--- config.mk ---
export PLATFORM = sky130hd
export DESIGN_NAME = prog_loader
export DESIGN_NICKNAME = d
export VERILOG_FILES = /design/src/rtl/prog_loader.sv
export SDC_FILE = /design/constraint.sdc
export NUM_CORES = 1
export LEC_CHECK = 0
export BUFFER_PORTS_ARGS = -buffer_cell sky130_fd_sc_hd__clkbuf_2
export CORE_MARGIN = 5
export CORE_UTILIZATION = 32
export DETAILED_ROUTE_END_ITERATION = 10
export GPL_TIMING_DRIVEN = 0
export PLACE_DENSITY = 0.48
export RECOVER_POWER = 25
export SKIP_LAST_GASP = 1
export SLEW_MARGIN = 0
export SYNTH_ARGS = -nofsm -noshare
export SYNTH_HDL_FRONTEND = slang
export SYNTH_SLANG_ARGS = --single-unit
--- constraint.sdc ---
create_clock -name i_clk -period 2.4 [get_ports i_clk]
set_input_delay 0 -clock i_clk [delete_from_list [all_inputs] [get_ports i_clk]]
set_output_delay 0 -clock i_clk [all_outputs]
set_load 0.02 [all_outputs]
--- src/rtl/prog_loader.sv ---
// Boot-time program loader: parses a length-prefixed byte stream into 18-bit words,
// writes them to instruction memory from address 0, and releases CPU reset once the checksum verifies.
module prog_loader #(
  parameter int INSTRUCTION_WIDTH = 18,
  parameter int ADDRESS_BUS_WIDTH = 14
) (
  input  logic                         i_clk,
  input  logic                         i_rst,
  input  logic [7:0]                   i_byte,
  input  logic                         i_byte_valid,
  output logic                         o_byte_ready,
  output logic                         o_mem_write,
  output logic [ADDRESS_BUS_WIDTH-1:0] o_mem_addr,
  output logic [INSTRUCTION_WIDTH-1:0] o_mem_wdata,
  output logic                         o_cpu_rst,
  output logic                         o_done,
  output logic                         o_error
);

  localparam int CW = ADDRESS_BUS_WIDTH + 1;
  localparam logic [16:0] MAX_WORDS = 17'(1) << ADDRESS_BUS_WIDTH;

  typedef enum logic [3:0] {
    S_LEN_LO,
    S_LEN_HI,
    S_B0,
    S_B1,
    S_B2,
    S_WRITE,
    S_CSUM,
    S_DONE,
    S_ERROR
  } state_t;

  state_t r_state;
  state_t w_next;

  logic [15:0]                  r_len;
  logic [CW-1:0]                r_addr;
  logic [7:0]                   r_csum;
  logic [7:0]                   r_b0;
  logic [7:0]                   r_b1;
  logic                         r_mem_write;
  logic [INSTRUCTION_WIDTH-1:0] r_wdata;
  logic                         r_cpu_rst;
  logic                         r_done;
  logic                         r_error;

  logic        w_ready;
  logic        w_accept;
  logic [15:0] w_len_in;
  logic        w_oversize;
  logic        w_b2_bad;
  logic        w_last_word;
  logic        w_csum_ok;
  logic [17:0] w_word;

  always_comb begin
    w_ready = 1'b0;
    unique case (r_state)
      S_LEN_LO, S_LEN_HI, S_B0, S_B1, S_B2, S_CSUM, S_ERROR: w_ready = 1'b1;
      default:                                              w_ready = 1'b0;
    endcase
  end

  assign o_byte_ready = w_ready && !i_rst;
  assign w_accept     = i_byte_valid && o_byte_ready;
  assign w_len_in     = {i_byte, r_len[7:0]};
  assign w_oversize   = 17'(w_len_in) > MAX_WORDS;
  assign w_b2_bad     = i_byte[7:2] != 6'd0;
  // Counter is one bit wider than the address so a full 2^AW image still terminates.
  assign w_last_word  = (17'(r_addr) + 17'd1) == 17'(r_len);
  assign w_csum_ok    = r_csum == i_byte;
  assign w_word       = {i_byte[1:0], r_b1, r_b0};

  always_ff @(posedge i_clk) begin
    if (i_rst) r_state <= S_LEN_LO;
    else       r_state <= w_next;
  end

  always_comb begin
    w_next = r_state;
    unique case (r_state)
      S_LEN_LO: if (w_accept) w_next = S_LEN_HI;
      S_LEN_HI: begin
        if (w_accept) begin
          if (w_len_in == 16'd0) w_next = S_CSUM;
          else if (w_oversize)   w_next = S_ERROR;
          else                   w_next = S_B0;
        end
      end
      S_B0:     if (w_accept) w_next = S_B1;
      S_B1:     if (w_accept) w_next = S_B2;
      S_B2:     if (w_accept) w_next = w_b2_bad ? S_ERROR : S_WRITE;
      S_WRITE:  w_next = w_last_word ? S_CSUM : S_B0;
      S_CSUM:   if (w_accept) w_next = w_csum_ok ? S_DONE : S_ERROR;
      S_DONE:   w_next = S_DONE;
      S_ERROR:  w_next = S_ERROR;
      default:  w_next = S_ERROR;
    endcase
  end

  always_ff @(posedge i_clk) begin
    if (i_rst) begin
      r_len       <= '0;
      r_addr      <= '0;
      r_csum      <= '0;
      r_b0        <= '0;
      r_b1        <= '0;
      r_mem_write <= 1'b0;
      r_wdata     <= '0;
      r_cpu_rst   <= 1'b1;
      r_done      <= 1'b0;
      r_error     <= 1'b0;
    end else begin
      r_mem_write <= 1'b0;
      unique case (r_state)
        S_LEN_LO: begin
          r_csum <= '0;
          r_addr <= '0;
          if (w_accept) r_len[7:0] <= i_byte;
        end
        S_LEN_HI: begin
          if (w_accept) begin
            r_len[15:8] <= i_byte;
            if (w_len_in != 16'd0 && w_oversize) r_error <= 1'b1;
          end
        end
        S_B0: begin
          if (w_accept) begin
            r_b0   <= i_byte;
            r_csum <= r_csum ^ i_byte;
          end
        end
        S_B1: begin
          if (w_accept) begin
            r_b1   <= i_byte;
            r_csum <= r_csum ^ i_byte;
          end
        end
        S_B2: begin
          if (w_accept) begin
            r_csum <= r_csum ^ i_byte;
            if (w_b2_bad) begin
              r_error <= 1'b1;
            end else begin
              r_mem_write <= 1'b1;
              r_wdata     <= INSTRUCTION_WIDTH'(w_word);
            end
          end
        end
        S_WRITE: r_addr <= r_addr + CW'(1);
        S_CSUM: begin
          if (w_accept) begin
            if (w_csum_ok) begin
              r_done    <= 1'b1;
              r_cpu_rst <= 1'b0;
            end else begin
              r_error <= 1'b1;
            end
          end
        end
        default: ;
      endcase
    end
  end

  assign o_mem_write = r_mem_write;
  assign o_mem_addr  = r_addr[ADDRESS_BUS_WIDTH-1:0];
  assign o_mem_wdata = r_wdata;
  assign o_cpu_rst   = r_cpu_rst;
  assign o_done      = r_done;
  assign o_error     = r_error;

endmodule

* Yosys cells after proc, flatten, opt, wreduce, memory -nomap -nowiden
Index checks and enable logic that the tools add are counted.
** Cells by class
- Add/subtract/negate cells :: 2
- $lt $le $gt $ge :: 1
- Equality and inequality tests :: 20
- Mux-type cells :: 24
- Bitwise operators :: 4
- Reductions and logical operators :: 23
** Operators by type and width (number)
- 4-bit two-way mux :: 10
- 4-bit one-hot mux with 8 select lines :: 1
- 15-bit one-hot mux with 2 select lines :: 1
- 2-bit inequality test (second input constant) :: 9
- 15-bit by 1-bit adder with 16-bit output (second input constant) :: 1
- 16-bit equality test :: 1
- 4-bit by 3-bit equality test with 1-bit output (second input constant) :: 4
- 16-bit by 15-bit > comparator with 1-bit output (second input constant) :: 1
- 16-bit logical NOT :: 1
- 8-bit one-hot mux with 2 select lines :: 1
- 16-bit nonzero test :: 1
- 15-bit by 1-bit adder with 15-bit output (second input constant) :: 1
- 2-bit AND reduction :: 5
- 4-bit by 2-bit equality test with 1-bit output (second input constant) :: 2
- 8-bit equality test :: 1
- 1-bit two-way mux :: 8
- 8-bit two-way mux :: 1
- 8-bit bitwise XOR :: 1
- 7-bit AND reduction :: 1
- 7-bit OR reduction :: 1
- 3-bit AND reduction :: 2
- 6-bit AND reduction :: 1
- 6-bit nonzero test :: 1
- 3-bit OR reduction :: 2
- other kinds (11) :: 16
** Storage, ports and cells
- Register bits after elaboration :: 81
- Input port bits :: 11
- Logic and storage cells :: 86

* Longest topological paths before layout
Gate-level depths: netlist of the first run.
- Depth in word-level cells :: 7
- Mapped depth :: 8

* Least setup slack after synthesis of the first run
Ideal clock, no wire load.
- Path kind :: reg2reg
- Start point :: reg r_addr[0]
- End point :: reg r_state[2]
- Setup time :: 84 ps
- Data arrival time :: 1896 ps
- Required time :: 2316 ps
- Setup slack :: 420 ps
- Cell stages (with the launch flop) :: 9
- Period minus slack after synthesis :: 1980 ps
- Path through :: dfxtp_1 > ha_1 > and3_1 > buf_4 > nand3_4 > a311o_1 > a21boi_0 > o22ai_1 > o31ai_2
** Between the ends
- Word-level cells in the longest chain between the ends :: 4
** Ends and longest elaborated chain
- start, declared :: line 39 : logic [CW-1:0] r_addr;
- start signal, assigned :: line 152 : S_WRITE: r_addr <= r_addr + CW'(1);
- 15-bit by 1-bit adder with 16-bit output :: line 72 : assign w_last_word = (17'(r_addr) + 17'd1) == 17'(r_len);
- 16-bit equality test :: line 72
- 3-bit two-way mux :: line 95 : S_WRITE: w_next = w_last_word ? S_CSUM : S_B0;
- 4-bit one-hot mux with 8 select lines :: line 83 : unique case (r_state)
- end signal, assigned :: line 78 : else r_state <= w_next;
- end, declared :: line 35 : state_t r_state;
No other way between the ends.
A chain may end at the register's enable or synchronous reset.

* Worst setup path after layout of the first run
- Start point :: reg r_addr[1]
- End point :: reg r_state[2]
Same word-level chain as after synthesis.

==> results of run 1 <==
[sequential cells by signal, summed over array words and instances (netlist names)]
name and count:
o_error 1, r_state 4, o_mem_write 1, o_done 1, r_b0 8, r_b1 8, o_cpu_rst 1, r_len 16
r_addr 15, r_csum 8, o_mem_wdata 18
[cell usage after synthesis, types with 5 or more instances]
library cell,instances
sky130_fd_sc_hd__dfxtp_1,81
sky130_fd_sc_hd__nor2_1,67
sky130_fd_sc_hd__a21oi_1,62
sky130_fd_sc_hd__nand2_1,58
sky130_fd_sc_hd__o21ai_0,25
sky130_fd_sc_hd__xnor2_1,24
sky130_fd_sc_hd__clkbuf_1,23
sky130_fd_sc_hd__mux2i_1,22
sky130_fd_sc_hd__buf_4,18
sky130_fd_sc_hd__nand3_1,17
sky130_fd_sc_hd__nand3b_1,10
sky130_fd_sc_hd__and3_1,8
sky130_fd_sc_hd__inv_1,7
sky130_fd_sc_hd__buf_2,6
sky130_fd_sc_hd__nand2b_1,5
sky130_fd_sc_hd__nor3_1,5
sky130_fd_sc_hd__nor4_1,5
sky130_fd_sc_hd__or4_1,5
sky130_fd_sc_hd__xor2_1,5
[kinds of logic after synthesis]
family	share of synthesized area, %
compound gates	16.3
xor+xnor	6.22
fa+ha+maj	0.306
buf+inv	7.69
flops	39.7
mux	5.39
simple gates	24.4
[metrics by stage]
stage	total power [W]	instances	util [%]	setup WS, ns
after floorplan	0.00154	510	-	0.420
after global placement	0.00160	721	35.7	0.102
after detailed placement	0.00160	721	35.7	0.124
after CTS	0.00317	738	38.5	0.102
after global routing	0.00325	738	38.2	0.0309
final	0.00313	738	38.2	0.239
[worst paths after layout]
| check | endpoint | cells after the start |
|---|---|---|
| worst max register to register | r_state[2]$_SDFFE_PP0P_ | 8 |
| worst min-delay path | r_b0[2]$_SDFFE_PP0P_ | 3 |
| worst max-delay path | r_state[2]$_SDFFE_PP0P_ | 8 |
| worst min register to register | o_mem_wdata[9]$_SDFFE_PP0P_ | 2 |
[cell type report]
class / count / area [um^2] / share of cell area, %
Buffer: 52 / 288 / 5.99
Timing Repair Buffer: 40 / 170 / 3.54
Tap cell: 172 / 215 / 4.48
Multi-Input combinational cell: 370 / 2150 / 44.7
Clock inverter: 6 / 95.1 / 1.98
Clock buffer: 10 / 239 / 4.97
Inverter: 7 / 26.3 / 0.547
Sequential cell: 81 / 1620 / 33.8
[power by group through the flow]
| stage | Sequential [W] | Combinational [W] | Clock [W] |
|---|---|---|---|
| after CTS | 0.00137 | 0.000201 | 0.00160 |
| after global routing | 0.00137 | 0.000220 | 0.00166 |
| after floorplan | 0.00140 | 0.000139 | 0 |
| after detailed placement | 0.00140 | 0.000199 | 0 |
| after global placement | 0.00140 | 0.000197 | 0 |
| final | 0.00137 | 0.000198 | 0.00156 |
[metal layers]
layer / track usage (%) / vias to the layer above
li1: - / 1866
met1: 20.9 / 1696
met2: 23.6 / 68
met3: 3.89 / 6
met4: 4.62 / 0
met5: 0 / -
[tightest hold or removal path, cell delays in order]
cell,delay [ns]
sky130_fd_sc_hd__buf_2,0.17
sky130_fd_sc_hd__nand3_1,0.09
sky130_fd_sc_hd__a21oi_1,0.05
[what timing repair did]
action                                  in CTS  in global routing
hold buffers                                 1                  0
gates resized for setup                      0                  2
hold endpoints to repair                     1                  0
endpoints found under the setup margin       0                  1
==> impl_metrics.prom, run 1 <==
# TYPE chip_impl_metric gauge
chip_impl_info{name="outcome",value="completed"} 1
chip_impl_metric{name="grt_first_pass_wirelength",unit="um"} 17900
chip_impl_metric{name="synth-warning-count",unit=""} 0
chip_impl_metric{name="post_dp_cell_area",unit="mm^2"} 0.00449
chip_impl_metric{name="worst_slew_margin_rel",unit="%"} 44.5
chip_impl_info{name="final_common_cell",value="sky130_fd_sc_hd__dfxtp_1"} 1
chip_impl_info{name="clock_root_buffer_master",value="sky130_fd_sc_hd__clkbuf_16"} 1
chip_impl_metric{name="required",unit="ns"} 2.65
chip_impl_metric{name="final_cell_area",unit="mm^2"} 0.00481
chip_impl_metric{name="detail_route.drc_violations",unit=""} 0
chip_impl_metric{name="critical_path_buf_inv_count",unit=""} 1
chip_impl_metric{name="max_stage_delay",unit="ns"} 0.41
chip_impl_metric{name="violation_count_after_the_first_detailed_routing_iteration",unit=""} 243
chip_impl_metric{name="fin_crit_sh",unit="%"} 90.1
chip_impl_metric{name="drt-total-wl",unit="um"} 11000
chip_impl_metric{name="ios",unit=""} 48
chip_impl_metric{name="cts_buffer_depth",unit=""} 2
chip_impl_info{name="cts_tree",value="built"} 1
chip_impl_metric{name="async_reset_ff_share",unit="%"} 0
chip_impl_metric{name="clk_transition_reported_paths",unit="ns"} 0.07
chip_impl_info{name="worst_hold_startpoint",value="i_byte[2]"} 1
chip_impl_info{name="crit_path_launch",value="r_addr[1]$_SDFFE_PP0P_"} 1
chip_impl_metric{name="postSynthNetCount",unit=""} 522
chip_impl_info{name="path_cells",value="ha_2 > and3_1 > buf_4 > nand3_4 > a311o_1 > a21boi_0 > o22ai_1 > o31ai_2"} 1
chip_impl_info{name="most-common-layout-cells",value="sky130_fd_sc_hd__dfxtp_1 (80), sky130_fd_sc_hd__nor2_1 (67), sky130_fd_sc_hd__a21oi_1 (62)"} 1
chip_impl_metric{name="clkPwrFrac",unit="%"} 49.8
chip_impl_metric{name="power.static_leakage",unit="nW"} 1.82
chip_impl_metric{name="syn_avg_cell_area",unit="um^2"} 8.01
chip_impl_metric{name="share_of_synthesized_area_occupied_by_flip_flops_and_latches",unit="%"} 39.7
chip_impl_metric{name="synth_edf_count",unit=""} 0
chip_impl_metric{name="final_hold_slack",unit="ns"} 0.0182
chip_impl_metric{name="synthesis.area",unit="mm^2"} 0.00408
chip_impl_metric{name="max-vdd-ir-drop",unit="uV"} 484
chip_impl_metric{name="port-buffer-count",unit=""} 39
chip_impl_metric{name="period_minus_slack",unit="ns"} 2.16
chip_impl_metric{name="tightestPinTransition",unit="ns"} 0.825
chip_impl_metric{name="num_vias",unit=""} 3636
chip_impl_metric{name="area_growth_syn_to_layout",unit="%"} 17.7
chip_impl_metric{name="vias_in_the_first_global_route",unit=""} 3458
chip_impl_metric{name="power_frac_seq",unit="%"} 43.8
chip_impl_metric{name="cts-buffers-inserted",unit=""} 9
chip_impl_metric{name="cp_data_arrival_time",unit="ns"} 2.41
chip_impl_metric{name="antenna_found_initial",unit=""} 0
chip_impl_metric{name="design.die.area",unit="mm^2"} 0.0151
chip_impl_info{name="start_kind",value="flip-flop"} 1
chip_impl_metric{name="pint",unit="W"} 0.00237
chip_impl_metric{name="grt_util_all_layers",unit="%"} 15.2
chip_impl_info{name="worst_setup_path_class",value="flip-flop to flip-flop"} 1
chip_impl_metric{name="route.antenna.remaining_nets",unit=""} 0
chip_impl_info{name="top_signal_layer_used",value="met4"} 1
chip_impl_metric{name="clkSinkCount",unit=""} 81
chip_impl_metric{name="route.met2.wl",unit="um"} 5020
chip_impl_metric{name="timing_max_transition_violations_final",unit=""} 0
chip_impl_info{name="cpMaxStageDelayCell",value="sky130_fd_sc_hd__dfxtp_1"} 1
chip_impl_metric{name="timing.reg2reg.setup_slack",unit="ns"} 0.24
chip_impl_metric{name="avgRoutedWirePerCell",unit="um"} 14.8
chip_impl_metric{name="finalNetCount",unit=""} 573
chip_impl_metric{name="clock_tree.htree_level_count",unit=""} 3
chip_impl_metric{name="clock_latency",unit="ns"} 0.34
chip_impl_metric{name="largest_net_degree_at_the_start_of_global_routing",unit=""} 16
chip_impl_metric{name="core_area",unit="mm^2"} 0.0126
chip_impl_metric{name="detail_route.vias_per_cell",unit=""} 4.93
chip_impl_metric{name="wl_met3",unit="um"} 543
chip_impl_metric{name="pwr-share-comb",unit="%"} 6.3
chip_impl_info{name="setup.worst_path.end_class",value="flip-flop"} 1
chip_impl_metric{name="postSynthRegisterBits",unit=""} 81
chip_impl_metric{name="clock_skew",unit="ns"} 0.0103
chip_impl_metric{name="fmax",unit="MHz"} 463
chip_impl_metric{name="finalHoldViolations",unit=""} 0
chip_impl_metric{name="worst_path_maximum_fanout",unit=""} 9
chip_impl_metric{name="synthDominantCellAreaShare",unit="%"} 39.7
chip_impl_metric{name="grt_overflow",unit=""} 0
chip_impl_metric{name="wl_met1",unit="um"} 5340
chip_impl_metric{name="drive_gt1_share",unit="%"} 11.3
chip_impl_info{name="timing.critical_path.max_delay_family",value="compound AO/OA/AOI/OAI gates"} 1
chip_impl_metric{name="fillCellCount",unit=""} 1345
chip_impl_metric{name="yosys.cell_types.count",unit=""} 53
chip_impl_metric{name="setup-tns-final",unit="ns"} 0
chip_impl_metric{name="drv.max_cap_violation_count",unit=""} 0
chip_impl_metric{name="cts.repair_timing.setup_buffer_count",unit=""} 0
chip_impl_metric{name="globalplace.congestion",unit=""} 0.817
chip_impl_metric{name="netSwitchingFraction",unit="%"} 24.1
chip_impl_info{name="synth_flop_cell",value="sky130_fd_sc_hd__dfxtp_1"} 1
chip_impl_metric{name="die_height",unit="um"} 123
chip_impl_info{name="min-delay-path-class",value="input port to flip-flop"} 1
chip_impl_info{name="r2r-start",value="r_addr[1]$_SDFFE_PP0P_"} 1
chip_impl_metric{name="fp-row-count",unit=""} 41
chip_impl_metric{name="synthCells",unit=""} 510
chip_impl_metric{name="drt_pass1_iterations",unit=""} 4
chip_impl_info{name="synth.area.top_cells",value="sky130_fd_sc_hd__dfxtp_1 (40%), sky130_fd_sc_hd__a21oi_1 (7.6%), sky130_fd_sc_hd__nor2_1 (6.2%), sky130_fd_sc_hd__mux2i_1 (5.4%), sky130_fd_sc_hd__nand2_1 (5.3%)"} 1
chip_impl_metric{name="floorplan.initialDensity",unit="%"} 32.5
chip_impl_metric{name="timing.final.setup_violations",unit=""} 0
chip_impl_metric{name="chipWidth",unit="um"} 123
chip_impl_metric{name="cellPowerDensity",unit="mW/mm^2"} 651
chip_impl_metric{name="power.net_switching",unit="W"} 0.000753
chip_impl_metric{name="half_perimeter_wire_length_after_detailed_placement",unit="um"} 8020
chip_impl_info{name="synth_area_leader_cell",value="sky130_fd_sc_hd__dfxtp_1"} 1
chip_impl_info{name="rsz0062_at_grt",value="false"} 1
chip_impl_metric{name="insertedDiodeCount",unit=""} 0
Power figures use the tool's default switching activity.
==> run 2, diff against run 1 <==
- BUFFER_PORTS_ARGS: -buffer_cell sky130_fd_sc_hd__clkbuf_2 -> default
- DONT_BUFFER_PORTS: default -> 1
- PLACE_DENSITY: 0.48 -> 0.45
- SKIP_LAST_GASP: 1 -> default
==> impl_metrics.prom, run 2 (synthesis gave the netlist of run 1 again) <==
# TYPE chip_impl_metric gauge
chip_impl_metric{name="tightestPinTransition",unit="ns"} 0.856
chip_impl_metric{name="pre_cts_slack",unit="ns"} 0.118
chip_impl_metric{name="ios",unit=""} 48
chip_impl_metric{name="cell_count_final_fillers_out",unit=""} 699
chip_impl_metric{name="cts.repair_timing.setup_buffer_count",unit=""} 0
chip_impl_info{name="min-delay-path-class",value="input port to flip-flop"} 1
chip_impl_info{name="clock_root_buffer_master",value="sky130_fd_sc_hd__clkbuf_16"} 1
chip_impl_metric{name="grt_overflow",unit=""} 0
chip_impl_metric{name="required",unit="ns"} 2.65
chip_impl_metric{name="drv.max_cap_violation_count",unit=""} 0
chip_impl_metric{name="design.die.area",unit="mm^2"} 0.0151
chip_impl_metric{name="avgRoutedWirePerCell",unit="um"} 16.0
chip_impl_metric{name="core_area",unit="mm^2"} 0.0126
chip_impl_metric{name="period_minus_slack",unit="ns"} 2.19
chip_impl_metric{name="worst_r2r_path_depth",unit=""} 8
chip_impl_metric{name="num_vias",unit=""} 3588
chip_impl_metric{name="critical_path_buf_inv_count",unit=""} 1
chip_impl_metric{name="violation_count_after_the_first_detailed_routing_iteration",unit=""} 203
chip_impl_metric{name="largest_net_degree_at_the_start_of_global_routing",unit=""} 14
chip_impl_metric{name="finalNetCount",unit=""} 535
chip_impl_metric{name="power.static_leakage",unit="nW"} 1.69
chip_impl_metric{name="number_of_flip_flops_in_the_largest_register",unit=""} 18
chip_impl_metric{name="drt-total-wl",unit="um"} 11200
chip_impl_info{name="path_cells",value="ha_2 > and3_1 > buf_4 > nand3_4 > a311o_1 > a21boi_0 > o22ai_1 > o31ai_2"} 1
chip_impl_info{name="rsz0062_at_grt",value="false"} 1
chip_impl_metric{name="insertedDiodeCount",unit=""} 0
chip_impl_metric{name="drive_gt1_share",unit="%"} 8.73
chip_impl_metric{name="fp-row-count",unit=""} 41
chip_impl_metric{name="cts_buffer_depth",unit=""} 2
chip_impl_metric{name="setup-tns-final",unit="ns"} 0
chip_impl_info{name="final_common_cell",value="sky130_fd_sc_hd__dfxtp_1"} 1
chip_impl_metric{name="clk_transition_reported_paths",unit="ns"} 0.06
chip_impl_info{name="hold_path_end",value="r_state[3]$_SDFFE_PP0P_"} 1
chip_impl_metric{name="port-buffer-count",unit=""} 0
chip_impl_metric{name="detail_route.drc_violations",unit=""} 0
chip_impl_info{name="outcome",value="completed"} 1
chip_impl_metric{name="floorplan.initialDensity",unit="%"} 32.5
chip_impl_metric{name="detail_route.vias_per_cell",unit=""} 5.13
chip_impl_metric{name="cp_data_arrival_time",unit="ns"} 2.44
chip_impl_metric{name="timing.reg2reg.setup_slack",unit="ns"} 0.21
chip_impl_metric{name="clkSinkCount",unit=""} 81
chip_impl_metric{name="max_stage_delay",unit="ns"} 0.41
chip_impl_metric{name="place.detailed.instances",unit=""} 682
chip_impl_metric{name="clock_tree.htree_level_count",unit=""} 3
chip_impl_metric{name="grt_util_all_layers",unit="%"} 15.6
chip_impl_metric{name="critical_path_cell_count",unit=""} 8
chip_impl_metric{name="worst_slew_margin_rel",unit="%"} 42.5
chip_impl_metric{name="max-vdd-ir-drop",unit="uV"} 295
chip_impl_metric{name="finalHoldViolations",unit=""} 0
chip_impl_info{name="timing.critical_path.max_delay_family",value="compound AO/OA/AOI/OAI gates"} 1
chip_impl_info{name="worst_setup_path_class",value="flip-flop to flip-flop"} 1
chip_impl_metric{name="cellPowerDensity",unit="mW/mm^2"} 636
chip_impl_metric{name="clock_skew",unit="ns"} 0.00816
chip_impl_info{name="cpMaxStageDelayCell",value="sky130_fd_sc_hd__dfxtp_1"} 1
chip_impl_metric{name="chipWidth",unit="um"} 123
chip_impl_metric{name="timing.final.setup_violations",unit=""} 0
chip_impl_metric{name="grt_first_pass_wirelength",unit="um"} 18000
chip_impl_metric{name="route.antenna.remaining_nets",unit=""} 0
chip_impl_metric{name="drt_pass1_iterations",unit=""} 5
chip_impl_info{name="cts_tree",value="built"} 1
chip_impl_metric{name="worst_hold_path.num_cells",unit=""} 4
chip_impl_metric{name="area_growth_syn_to_layout",unit="%"} 12.4
chip_impl_metric{name="worst_path_maximum_fanout",unit=""} 9
chip_impl_metric{name="postLayoutSetupSlackWorst",unit="ns"} 0.210
chip_impl_info{name="regToRegEndpoint",value="r_state[2]$_SDFFE_PP0P_"} 1
chip_impl_metric{name="clock_latency",unit="ns"} 0.34
chip_impl_metric{name="fillCellCount",unit=""} 1385
chip_impl_info{name="setup.worst_path.end_class",value="flip-flop"} 1
chip_impl_metric{name="timing_max_transition_violations_final",unit=""} 0
chip_impl_metric{name="half_perimeter_wire_length_after_detailed_placement",unit="um"} 8070
chip_impl_info{name="r2r-start",value="r_addr[1]$_SDFFE_PP0P_"} 1
chip_impl_metric{name="globalplace.congestion",unit=""} 0.857
chip_impl_info{name="most-common-layout-cells",value="sky130_fd_sc_hd__dfxtp_1 (80), sky130_fd_sc_hd__nor2_1 (67), sky130_fd_sc_hd__a21oi_1 (62)"} 1
chip_impl_metric{name="fin_crit_sh",unit="%"} 91.3
chip_impl_metric{name="fmax",unit="MHz"} 457
chip_impl_info{name="worst_hold_startpoint",value="i_byte_valid"} 1
chip_impl_metric{name="vias_in_the_first_global_route",unit=""} 3367
chip_impl_metric{name="cts-buffers-inserted",unit=""} 9
chip_impl_metric{name="die_height",unit="um"} 123
chip_impl_info{name="start_kind",value="flip-flop"} 1
chip_impl_metric{name="antenna_found_initial",unit=""} 0
-- run 2: repair_timing --
item,in CTS,in global routing
hold buffers,2,0
resized for setup,0,2
endpoints found under the setup margin,0,1
hold endpoints to repair,5,0
-- run 2: area by class of cell --
class | count | area (um^2) | share of cell area (%)
tap | 172 | 215 | 4.69
sequential | 81 | 1620 | 35.4
inverter | 7 | 26.3 | 0.573
timing repair buffer | 2 | 20.0 | 0.436
multi-input combinational | 370 | 2150 | 46.8
clock buffer | 12 | 267 | 5.81
buffer | 52 | 265 | 5.78
clock inverter | 3 | 23.8 | 0.518
-- run 2: routing by layer --
layer / track usage (%) / routed length (um) / part of all wire [%] / vias up
li1: - / - / - / 1786
met4: 6.30 / 205 / 1.8 / 0
met1: 20.6 / 5270 / 47 / 1719
met3: 3.98 / 530 / 4.7 / 16
met5: 0 / 0 / 0 / -
met2: 24.5 / 5200 / 46 / 67
-- run 2: per-stage QoR --
step                      area (um^2)  hold slack (ns)  power (W)  util (%)
after floorplan                  4080            0.147    0.00154         -
after global placement           4300            0.161    0.00159      34.2
after detailed placement         4300            0.165    0.00160      34.2
after CTS                        4610          0.00164    0.00297      36.7
after global routing             4590           0.0229    0.00305      36.5
final                            4590           0.0182    0.00292      36.5
-- run 2: tightest hold or removal path, cell delays in order --
cell and delay (ns):
sky130_fd_sc_hd__nand2b_4 0.08, sky130_fd_sc_hd__a22oi_1 0.10, sky130_fd_sc_hd__nor2_1 0.09, sky130_fd_sc_hd__nor2_1 0.04
-- run 2: how the worst max path moves through the flow --
stage	startpoint	end	slack [ns]
global route	r_addr[1]$_SDFFE_PP0P_	r_state[2]$_SDFFE_PP0P_	0.01
global placement	r_addr[0]$_SDFFE_PP0P_	r_state[2]$_SDFFE_PP0P_	0.08
finish	r_addr[1]$_SDFFE_PP0P_	r_state[2]$_SDFFE_PP0P_	0.21
floorplan	r_addr[0]$_SDFFE_PP0P_	r_state[2]$_SDFFE_PP0P_	0.42
detailed placement	r_addr[0]$_SDFFE_PP0P_	r_state[2]$_SDFFE_PP0P_	0.12
CTS	r_addr[0]$_SDFFE_PP0P_	r_state[2]$_SDFFE_PP0P_	0.07
-- run 2: where the power goes --
part | internal (W) | total, W | switching, W
registers | 0.00136 | 0.00137 | 0.0000143
logic | 0.0000625 | 0.000196 | 0.000134
clock network | 0.000784 | 0.00135 | 0.000568
total | 0.00221 | 0.00292 | 0.000716
==> run 3, diff against run 2 <==
==> constraint.sdc (replaced) <==
create_clock -name i_clk -period 2.4 [get_ports i_clk]
set_input_delay 0.24 -clock i_clk [delete_from_list [all_inputs] [get_ports i_clk]]
set_output_delay 0.24 -clock i_clk [all_outputs]
set_load 0.02 [all_outputs]
==> impl_metrics.prom, run 3 (synthesis gave the netlist of run 1 again) <==
# TYPE chip_impl_metric gauge
chip_impl_metric{name="vias_in_the_first_global_route",unit=""} 3362
chip_impl_metric{name="clk_transition_reported_paths",unit="ns"} 0.06
chip_impl_metric{name="timing.final.setup_violations",unit=""} 0
chip_impl_info{name="cpMaxStageDelayCell",value="sky130_fd_sc_hd__dfxtp_1"} 1
chip_impl_metric{name="clock_latency",unit="ns"} 0.34
chip_impl_metric{name="fmax",unit="MHz"} 458
chip_impl_metric{name="regArea",unit="mm^2"} 0.00162
chip_impl_metric{name="required",unit="ns"} 2.65
chip_impl_metric{name="drive_gt1_share",unit="%"} 8.95
chip_impl_metric{name="clkPwrFrac",unit="%"} 46.4
chip_impl_metric{name="clkSinkCount",unit=""} 81
chip_impl_metric{name="fp-row-count",unit=""} 41
chip_impl_info{name="rsz0062_at_grt",value="false"} 1
chip_impl_metric{name="timing_max_transition_violations_final",unit=""} 0
chip_impl_metric{name="cts.repair.resized",unit=""} 0
chip_impl_metric{name="worst_r2r_path_depth",unit=""} 8
chip_impl_metric{name="cts_buffer_depth",unit=""} 2
chip_impl_metric{name="max-vdd-ir-drop",unit="uV"} 290
chip_impl_metric{name="insertedDiodeCount",unit=""} 0
chip_impl_metric{name="drv.max_cap_violation_count",unit=""} 0
chip_impl_metric{name="fillCellCount",unit=""} 1385
chip_impl_metric{name="port-buffer-count",unit=""} 0
chip_impl_metric{name="global_route.usage.met3",unit="%"} 3.98
chip_impl_metric{name="drt_pass1_iterations",unit=""} 4
chip_impl_metric{name="clock_skew",unit="ns"} 0.00641
chip_impl_metric{name="design.die.area",unit="mm^2"} 0.0151
chip_impl_metric{name="die_height",unit="um"} 123
chip_impl_metric{name="fin_crit_sh",unit="%"} 91.0
chip_impl_metric{name="number_of_flip_flops_in_the_largest_register",unit=""} 18
chip_impl_metric{name="largest_net_degree_at_the_start_of_global_routing",unit=""} 14
chip_impl_info{name="grt_busiest_layer",value="met2"} 1
chip_impl_metric{name="finalHoldViolations",unit=""} 0
chip_impl_metric{name="power_frac_seq",unit="%"} 47.0
chip_impl_metric{name="cts.repair_timing.setup_buffer_count",unit=""} 0
chip_impl_info{name="clock_root_buffer_master",value="sky130_fd_sc_hd__clkbuf_16"} 1
chip_impl_info{name="cts_tree",value="built"} 1
chip_impl_info{name="most-common-layout-cells",value="sky130_fd_sc_hd__dfxtp_1 (80), sky130_fd_sc_hd__nor2_1 (66), sky130_fd_sc_hd__a21oi_1 (62)"} 1
chip_impl_metric{name="met1_usage",unit="%"} 20.3
chip_impl_metric{name="cellPowerDensity",unit="mW/mm^2"} 638
chip_impl_metric{name="floorplan.initialDensity",unit="%"} 32.5
chip_impl_info{name="worst_setup_path_class",value="flip-flop to flip-flop"} 1
chip_impl_metric{name="clock_tree.htree_level_count",unit=""} 3
chip_impl_info{name="setup.worst_path.end_class",value="flip-flop"} 1
chip_impl_metric{name="core_area",unit="mm^2"} 0.0126
chip_impl_metric{name="num_vias",unit=""} 3570
chip_impl_metric{name="setup-tns-final",unit="ns"} 0
chip_impl_info{name="outcome",value="completed"} 1
chip_impl_metric{name="drt-total-wl",unit="um"} 11100
chip_impl_metric{name="worst_path_maximum_fanout",unit=""} 9
chip_impl_metric{name="worst_hold_path.num_cells",unit=""} 2
chip_impl_metric{name="max_stage_delay",unit="ns"} 0.41
chip_impl_info{name="min-delay-path-class",value="input port to flip-flop"} 1
chip_impl_metric{name="violation_count_after_the_first_detailed_routing_iteration",unit=""} 208
chip_impl_metric{name="netSwitchingFraction",unit="%"} 24.5
chip_impl_metric{name="power.net_switching",unit="W"} 0.000716
chip_impl_metric{name="detail_route.drc_violations",unit=""} 0
chip_impl_metric{name="grt_util_all_layers",unit="%"} 15.5
chip_impl_info{name="path_cells",value="ha_2 > and3_1 > buf_4 > nand3_4 > a311o_1 > a21boi_0 > o22ai_1 > o31ai_2"} 1
chip_impl_metric{name="avgRoutedWirePerCell",unit="um"} 16.0
chip_impl_info{name="final_common_cell",value="sky130_fd_sc_hd__dfxtp_1"} 1
chip_impl_metric{name="grt_first_pass_wirelength",unit="um"} 17900
chip_impl_metric{name="p_total",unit="W"} 0.00292
chip_impl_metric{name="pwr-share-comb",unit="%"} 6.6
chip_impl_metric{name="route.antenna.remaining_nets",unit=""} 0
chip_impl_metric{name="power.static_leakage",unit="nW"} 1.68
chip_impl_metric{name="area_growth_syn_to_layout",unit="%"} 12.0
chip_impl_metric{name="met2_usage",unit="%"} 24.4
chip_impl_metric{name="tightestPinTransition",unit="ns"} 0.848
chip_impl_metric{name="worst_slew_margin_rel",unit="%"} 43.0
chip_impl_metric{name="cts.hold.buffers_added",unit=""} 0
chip_impl_metric{name="cp_data_arrival_time",unit="ns"} 2.44
chip_impl_metric{name="chipWidth",unit="um"} 123
chip_impl_metric{name="ios",unit=""} 48
chip_impl_metric{name="globalplace.congestion",unit=""} 0.857
chip_impl_metric{name="detail_route.vias_per_cell",unit=""} 5.12
chip_impl_metric{name="antenna_found_initial",unit=""} 0
chip_impl_metric{name="period_minus_slack",unit="ns"} 2.18
chip_impl_metric{name="half_perimeter_wire_length_after_detailed_placement",unit="um"} 8070
chip_impl_metric{name="pint",unit="W"} 0.00220
chip_impl_metric{name="finalNetCount",unit=""} 533
chip_impl_metric{name="grt_overflow",unit=""} 0
chip_impl_metric{name="multiInputGateArea",unit="mm^2"} 0.00215
chip_impl_metric{name="cts-buffers-inserted",unit=""} 9
chip_impl_info{name="start_kind",value="flip-flop"} 1
run 3: metrics by stage:
| step | area (um^2) | utilization [%] | setup slack [ns] | hold WS (ns) | std cells |
|---|---|---|---|---|---|
| finish | 4570 | 36.4 | 0.215 | 0.0557 | 697 |
| global route | 4570 | 36.4 | 0.00337 | 0.0521 | 697 |
| CTS | 4590 | 36.5 | 0.0719 | 0.0384 | 697 |
| detailed placement | 4300 | 34.2 | 0.0978 | 0.405 | 682 |
| global placement | 4300 | 34.2 | 0.0820 | 0.401 | 682 |
| floorplan | 4080 | - | 0.420 | 0.387 | 510 |
run 3: layout make-up:
| cell class | count | area share, % |
|---|---|---|
| Inverter | 7 | 0.575 |
| Multi-Input combinational cell | 370 | 47.1 |
| Buffer | 52 | 5.80 |
| Sequential cell | 81 | 35.5 |
| Clock inverter | 3 | 0.520 |
| Clock buffer | 12 | 5.83 |
| Tap cell | 172 | 4.71 |
run 3: worst paths after layout:
check                                            start                          end  slack [ns]
worst max-delay path            r_addr[1]$_SDFFE_PP0P_      r_state[2]$_SDFFE_PP0P_        0.22
worst max register to register  r_addr[1]$_SDFFE_PP0P_      r_state[2]$_SDFFE_PP0P_        0.22
worst min register to register    r_b0[1]$_SDFFE_PP0P_  o_mem_wdata[1]$_SDFFE_PP0P_        0.46
worst min-delay path                         i_byte[6]         r_b0[6]$_SDFFE_PP0P_        0.06
run 3: critical path: cells and delay by family (launching register included):
kind	cells	cell delay [ns]
buf+inv	1	0.17
flops	1	0.41
compound gates	4	0.94
simple gates	2	0.30
fa+ha+maj	1	0.27
run 3: layer usage:
layer  up-vias  routed length (um)
li1       1781                   -
met1      1707                5360
met5         -                   0
met4         0                 209
met2        66                5140
met3        16                 439
run 3: power by group through the flow:
stage	sequential, W	combinational [W]	clock (W)
global route	0.00137	0.000214	0.00146
floorplan	0.00140	0.000139	0
detailed placement	0.00140	0.000193	0
global placement	0.00140	0.000192	0
CTS	0.00137	0.000193	0.00140
finish	0.00137	0.000191	0.00135
